[config.mk]
export PLATFORM = sky130hd
export DESIGN_NAME = loop_nest_ctrl_flat
export DESIGN_NICKNAME = d
export VERILOG_FILES = /design/src/rtl/loop_nest_ctrl_if.sv /design/src/rtl/loop_nest_ctrl.sv /design/src/flat_wrapper.sv
export SDC_FILE = /design/constraint.sdc
export NUM_CORES = 1
export LEC_CHECK = 0
export BUFFER_PORTS_ARGS = -buffer_cell sky130_fd_sc_hd__buf_2
export CAP_MARGIN = 15
export CORE_ASPECT_RATIO = 1.4
export CORE_UTILIZATION = 43
export DETAILED_ROUTE_END_ITERATION = 8
export PLACE_DENSITY = 0.66
export SYNTH_ARGS = -nofsm -noshare
export SYNTH_HDL_FRONTEND = slang
export SYNTH_SLANG_ARGS = --single-unit
[constraint.sdc]
create_clock -name clk -period 1.85 [get_ports clk]
set_input_delay 0.2775 -clock clk [delete_from_list [all_inputs] [get_ports clk]]
set_output_delay 0.2775 -clock clk [all_outputs]
set_load 0.005 [all_outputs]
[src/rtl/loop_nest_ctrl_if.sv]
// Handshake and configuration bundle between a loop requester and loop_nest_ctrl.
// The master drives launch/config/backpressure; the slave (controller) returns the index stream.
interface loop_nest_ctrl_if #(
  parameter int IW = 5,
  parameter int OW = 5
);
  logic          start;
  logic          abort;
  logic [IW-1:0] cfg_inner_n;
  logic [OW-1:0] cfg_outer_n;
  logic          step_ready;
  logic          idx_valid;
  logic [IW-1:0] inner_j;
  logic [OW-1:0] outer_t;
  logic          inner_last;
  logic          outer_last;
  logic          busy;
  logic          done;
  logic          cfg_err;

  modport master (
    output start, abort, cfg_inner_n, cfg_outer_n, step_ready,
    input  idx_valid, inner_j, outer_t, inner_last, outer_last, busy, done, cfg_err
  );

  modport slave (
    input  start, abort, cfg_inner_n, cfg_outer_n, step_ready,
    output idx_valid, inner_j, outer_t, inner_last, outer_last, busy, done, cfg_err
  );
endinterface

[src/rtl/loop_nest_ctrl.sv]
// Two-level 1-based loop sequencer: walks inner j (1..N) inside outer t (1..T),
// one index pair per accepted valid/ready step, with start/done, abort and config checking.
module loop_nest_ctrl #(
  parameter int IW = 5,
  parameter int OW = 5
) (
  input  logic            clk,
  input  logic            rst,
  loop_nest_ctrl_if.slave bus
);

  typedef enum logic [1:0] {
    S_IDLE,
    S_RUN,
    S_DONE
  } state_t;

  state_t        r_state;
  state_t        w_next;
  logic [IW-1:0] r_j;
  logic [OW-1:0] r_t;
  logic [IW-1:0] r_n;
  logic [OW-1:0] r_tn;
  logic          r_cfg_err;

  logic w_accept;
  logic w_j_end;
  logic w_t_end;
  logic w_cfg_bad;

  assign w_accept  = (r_state == S_RUN) && bus.step_ready;
  assign w_j_end   = (r_j == r_n);
  assign w_t_end   = (r_t == r_tn);
  assign w_cfg_bad = (bus.cfg_inner_n == '0) || (bus.cfg_outer_n == '0);

  always_ff @(posedge clk or posedge rst) begin
    if (rst) begin
      r_state <= S_IDLE;
    end else begin
      r_state <= w_next;
    end
  end

  always_comb begin
    w_next = r_state;
    case (r_state)
      S_IDLE:  if (bus.start && !w_cfg_bad) w_next = S_RUN;
      S_RUN:   if (w_accept && w_j_end && w_t_end) w_next = S_DONE;
      default: w_next = S_IDLE;
    endcase
    if (bus.abort) w_next = S_IDLE;
  end

  // Indices compare by equality with the latched counts, so they stop at N/T and never wrap.
  always_ff @(posedge clk or posedge rst) begin
    if (rst) begin
      r_j       <= IW'(1);
      r_t       <= OW'(1);
      r_n       <= '0;
      r_tn      <= '0;
      r_cfg_err <= 1'b0;
    end else begin
      r_cfg_err <= 1'b0;
      if (bus.abort) begin
        r_j <= IW'(1);
        r_t <= OW'(1);
      end else begin
        case (r_state)
          S_IDLE: begin
            if (bus.start) begin
              if (w_cfg_bad) begin
                r_cfg_err <= 1'b1;
              end else begin
                r_n  <= bus.cfg_inner_n;
                r_tn <= bus.cfg_outer_n;
                r_j  <= IW'(1);
                r_t  <= OW'(1);
              end
            end
          end
          S_RUN: begin
            if (w_accept) begin
              if (!w_j_end) begin
                r_j <= r_j + IW'(1);
              end else if (!w_t_end) begin
                r_j <= IW'(1);
                r_t <= r_t + OW'(1);
              end
            end
          end
          default: begin
            r_j <= IW'(1);
            r_t <= OW'(1);
          end
        endcase
      end
    end
  end

  always_comb begin
    bus.idx_valid  = (r_state == S_RUN);
    bus.busy       = (r_state == S_RUN);
    bus.done       = (r_state == S_DONE);
    bus.inner_j    = r_j;
    bus.outer_t    = r_t;
    bus.inner_last = (r_state == S_RUN) && w_j_end;
    bus.outer_last = (r_state == S_RUN) && w_j_end && w_t_end;
    bus.cfg_err    = r_cfg_err;
  end

endmodule

[src/flat_wrapper.sv]
// flat-port wrapper written by rule: the top's interface ports become plain ports
module loop_nest_ctrl_flat 
#(
  parameter int IW = 5,
  parameter int OW = 5
)
  (clk, rst, bus_start, bus_abort, bus_cfg_inner_n, bus_cfg_outer_n, bus_step_ready, bus_idx_valid, bus_inner_j, bus_outer_t, bus_inner_last, bus_outer_last, bus_busy, bus_done, bus_cfg_err);
  loop_nest_ctrl_if #(.IW(IW), .OW(OW)) bus_i ();
  input  logic clk;
  input  logic rst;
  input wire logic [$bits(bus_i.start)-1:0] bus_start;
  input wire logic [$bits(bus_i.abort)-1:0] bus_abort;
  input wire logic [$bits(bus_i.cfg_inner_n)-1:0] bus_cfg_inner_n;
  input wire logic [$bits(bus_i.cfg_outer_n)-1:0] bus_cfg_outer_n;
  input wire logic [$bits(bus_i.step_ready)-1:0] bus_step_ready;
  output wire logic [$bits(bus_i.idx_valid)-1:0] bus_idx_valid;
  output wire logic [$bits(bus_i.inner_j)-1:0] bus_inner_j;
  output wire logic [$bits(bus_i.outer_t)-1:0] bus_outer_t;
  output wire logic [$bits(bus_i.inner_last)-1:0] bus_inner_last;
  output wire logic [$bits(bus_i.outer_last)-1:0] bus_outer_last;
  output wire logic [$bits(bus_i.busy)-1:0] bus_busy;
  output wire logic [$bits(bus_i.done)-1:0] bus_done;
  output wire logic [$bits(bus_i.cfg_err)-1:0] bus_cfg_err;
  assign bus_i.start = bus_start;
  assign bus_i.abort = bus_abort;
  assign bus_i.cfg_inner_n = bus_cfg_inner_n;
  assign bus_i.cfg_outer_n = bus_cfg_outer_n;
  assign bus_i.step_ready = bus_step_ready;
  assign bus_idx_valid = bus_i.idx_valid;
  assign bus_inner_j = bus_i.inner_j;
  assign bus_outer_t = bus_i.outer_t;
  assign bus_inner_last = bus_i.inner_last;
  assign bus_outer_last = bus_i.outer_last;
  assign bus_busy = bus_i.busy;
  assign bus_done = bus_i.done;
  assign bus_cfg_err = bus_i.cfg_err;
  loop_nest_ctrl #(.IW(IW), .OW(OW)) u_core (.clk(clk), .rst(rst), .bus(bus_i));
endmodule
==> Flow_metrics.wiki <==
{| class="wikitable"
! Metric !! Value
|-
| Result of the run || completed
|-
| H-tree level count || 1
|-
| Number of diodes || 0
|-
| Overall die area || 0.00340 mm²
|-
| Count of unique library cells instantiated by Yosys || 45
|-
| Worst-margin pin slew || 0.533 ns
|-
| Peak ir drop on the vdd network || ~0.63 mV
|-
| HPWL after detailed placement || approximately 2.4 mm
|-
| Horiz. Die Dim || ~50 µm
|-
| Initial Utilization || 46.5%
|-
| Clock insertion delay at the later pin of the skew report || between 0.2 and 0.3 ns
|-
| Maximum operating frequency || about 550 MHz
|-
| Total routed wirelength || approximately 3.4 mm
|-
| Share of async-settable or async-resettable flops after synthesis || 100%
|-
| Final setup fails || 0
|-
| Top Ports || 31
|-
| Worst Reg-to-Reg Cells || 8
|-
| Num CTS Buffers || 3
|-
| Delay contributed by the slowest stage of the critical path || roughly 0.42 ns
|-
| Post-synthesis area per instance || 10.7 µm²
|-
| Total GRT Usage || around 21%
|-
| Floorplan core area || slightly below 0.003 mm²
|-
| Hold bufs inserted after CTS || 0
|-
| Combined area of all synthesized cells || about 0.0014 mm²
|-
| Number of nets at the end of the flow || slightly below 200
|-
| Final hold violation count || 0
|-
| Commonest cells after routing, fill and taps aside || sky130_fd_sc_hd__buf_2, sky130_fd_sc_hd__dfrtp_1, sky130_fd_sc_hd__buf_4
|-
| Global-route congestion overflow total || 0
|-
| Routed wire length per instance || ~16 µm
|-
| Crit share post-route || around 99%
|-
| Total vias in the final route || roughly 1200
|-
| Layout Area Growth over Synthesis || 28.9%
|-
| Post-Syn Instances || 128
|-
| Via density || approximately 5.7
|-
| Top cell family by delay on the critical path || flip-flops
|-
| Critical Path End Type || output pin
|-
| Fraction of synthesized cell area taken by the top area cell type || approximately two fifths
|-
| DR iter-0 viols || 50
|-
| Arrival time of the worst setup path || 1.56 ns
|-
| Maximum number of buffers from clock root to sink || 2
|-
| Vias in the first global route || 1204
|-
| Areal power density over the cells || approximately 750 mW/mm²
|-
| Count of buffering cells on the critical path with inverters included || 2
|-
| Global placer's final weighted congestion || around 0.85
|-
| Most used flip-flop cell after synthesis || sky130_fd_sc_hd__dfrtp_1
|-
| Yosys top cell by area || sky130_fd_sc_hd__dfrtp_1
|-
| Clock transition at path regs || ~0.080 ns
|-
| Total iterations of the first detailed-routing run || 4
|-
| Reg-to-reg setup timing slack || approximately 0.060 ns
|-
| Antenna-violating nets left || 0
|-
| Final routed DRC violation total || 0
|-
| Std cell rows || 23
|-
| Number of antenna violations at the first check in global routing || 0
|-
| Largest net degree at the start of global routing || 24
|-
| Number of warnings issued by yosys || 0
|-
| Library cell used as clock root buffer || sky130_fd_sc_hd__clkbuf_8
|-
| Vert. Die Dim || between 60 and 70 µm
|-
| PnR Total Power || about 1.3 mW
|-
| Share of cells above drive strength 1 || ~47%
|-
| Type of element launching the critical path || flip-flop
|-
| Classification of the worst-slack hold path || primary input to asynchronous set/reset pin
|-
| Crit Path Class || flip-flop to output pin
|-
| Setup skew after layout || between 0.003 and 0.004 ns
|-
| Max-slew headroom at the worst pin || around 64%
|-
| Number of buffers added on ports || 30
|-
| Most common library cell in the layout ignoring fill and taps || sky130_fd_sc_hd__buf_2
|-
| Sink Count || 23
|-
| Net count after synthesis || 145
|-
| Number of synthesized register bits || 23
|-
| Cell with the largest stage delay on the worst path || sky130_fd_sc_hd__dfrtp_1
|-
| Count of max-cap constraint violations || 0
|-
| Static Leakage || between 0.8 and 0.9 nW
|-
| Dominant cell type by count on the critical path || sky130_fd_sc_hd__nor3_2
|-
| RSZ-0062 raised after global routing || true
|-
| Endpoint required time on the critical path || between 1.5 and 2 ns
|-
| Area contributors post-synth || sky130_fd_sc_hd__dfrtp_1, sky130_fd_sc_hd__mux2_4, sky130_fd_sc_hd__xor2_1
|-
| Global-route wire length before repair || ~5.3 mm
|-
| CP Max Fanout || 3
|-
| Max Slew Vio Count || 0
|-
| CTS tree || built
|-
| Final cell count without fillers || around 210
|-
| RR Startpoint || u_core.bus.inner_j[0]$_DFFE_PP1P_
|-
| Sequential element share of the synthesized area || 42.4%
|-
| Post-synth EDFFs || 0
|-
| Placed cells || 202
|-
| Chain of cells forming the critical path || xor2_2 -> nor3_2 -> nand2_1 -> buf_6 -> nor3_2 -> buf_2
|-
| RR Endpoint || u_core.bus.inner_j[3]$_DFFE_PP0P_
|-
| Clock period minus worst slack || ~1.8 ns
|}
## state kept, by name, summed over array words and instances (netlist names)
register / flops
u_core.r_state: 2
u_core.bus.cfg_err: 1
u_core.bus.inner_j: 5
u_core.bus.outer_t: 5
u_core.r_n: 5
u_core.r_tn: 5
## through the flow
stage / hold slack (ns) / TNS (ns) / utilization [%] / setup slack (ns) / instance area (µm²)
6_report: 0.0356 / 0 / 59.9 / 0.0162 / 1760
5_1_grt: 0.0804 / -0.179 / 59.9 / -0.0922 / 1760
4_1_cts: 0.0526 / -0.00330 / 58.5 / -0.00330 / 1720
3_5_place_dp: 0.333 / 0 / 55.4 / 0.0216 / 1630
3_3_place_gp: 0.320 / 0 / 55.4 / 0.0803 / 1630
2_1_floorplan: 0.278 / 0 / - / 0.214 / 1360
## worst max path at each step
stage,depth (start not counted),start,slack (ns),endpoint
6_report,6,u_core.r_n[2]$_DFFE_PP0P_,0.02,bus_outer_last
5_1_grt,6,u_core.r_n[2]$_DFFE_PP0P_,-0.09,bus_outer_last
4_1_cts,6,u_core.bus.inner_j[0]$_DFFE_PP1P_,-0.003,bus_outer_last
3_5_place_dp,5,bus_cfg_inner_n[0],0.02,u_core.r_n[2]$_DFFE_PP0P_
3_3_place_gp,5,bus_cfg_inner_n[0],0.08,u_core.r_tn[3]$_DFFE_PP0P_
2_1_floorplan,7,u_core.bus.inner_j[2]$_DFFE_PP0P_,0.21,u_core.bus.outer_t[0]$_DFFE_PP1P_
## cells in the mapped netlist, drive strengths merged (2+ instances only)
| master | count |
|---|---|
| nand4 | 3 |
| xor2 | 10 |
| nand2b | 3 |
| buf | 5 |
| o22ai | 2 |
| dfrtp | 21 |
| nor3 | 6 |
| or4 | 2 |
| nor4 | 2 |
| nand3 | 8 |
| ha | 2 |
| nor2b | 4 |
| mux2 | 11 |
| o31ai | 2 |
| a21oi | 4 |
| dfstp | 2 |
| a41oi | 2 |
| nor2 | 7 |
| a31oi | 3 |
| inv | 4 |
| nand2 | 9 |
## report_power, final
part	internal, mW	total, mW	leakage (nW)	switching (mW)
clock	0.154	0.314	0.0228	0.160
combinational	0.196	0.366	0.532	0.170
sequential	0.569	0.631	0.289	0.0622
total	0.919	1.31	0.844	0.392
## layer usage
metal | part of all wire [%] | GRT usage (%) | vias up
met4 | 1.4 | 10.7 | 0
met3 | 4.2 | 2.63 | 6
met2 | 52 | 37.5 | 50
li1 | - | - | 562
met1 | 43 | 24.0 | 592
met5 | 0 | 0 | -
## logic make-up after synthesis
kind of cell               count (synthesis)  synth area share (%)
AOI/OAI and AO/OA                         25                  14.6
xor gates and xnor gates                  10                  6.42
adders and majority gates                  2                  1.83
buffers and inverters                     10                  3.39
DFF                                       23                  42.4
muxes                                     12                  12.6
and+or+nand+nor                           46                  18.8
## what timing repair did
action	4_1_cts	5_1_grt
pin swaps	2	2
setup buffers	4	2
gates resized for setup	4	6
setup endpoints to repair	2	9
## layout make-up
type | instances | area, µm²
Fill cell | 256 | 1180
Multi-Input combinational cell | 95 | 776
Sequential cell | 23 | 579
Timing Repair Buffer | 49 | 297
Tap cell | 37 | 46.3
Clock buffer | 4 | 45.0
Inverter | 4 | 15.0
## worst min-delay path, stage by stage
cell and delay (ns):
sky130_fd_sc_hd__buf_2 0.09, sky130_fd_sc_hd__inv_1 0.04, sky130_fd_sc_hd__buf_4 0.28
Note: power is estimated with default switching activity, not from simulation.
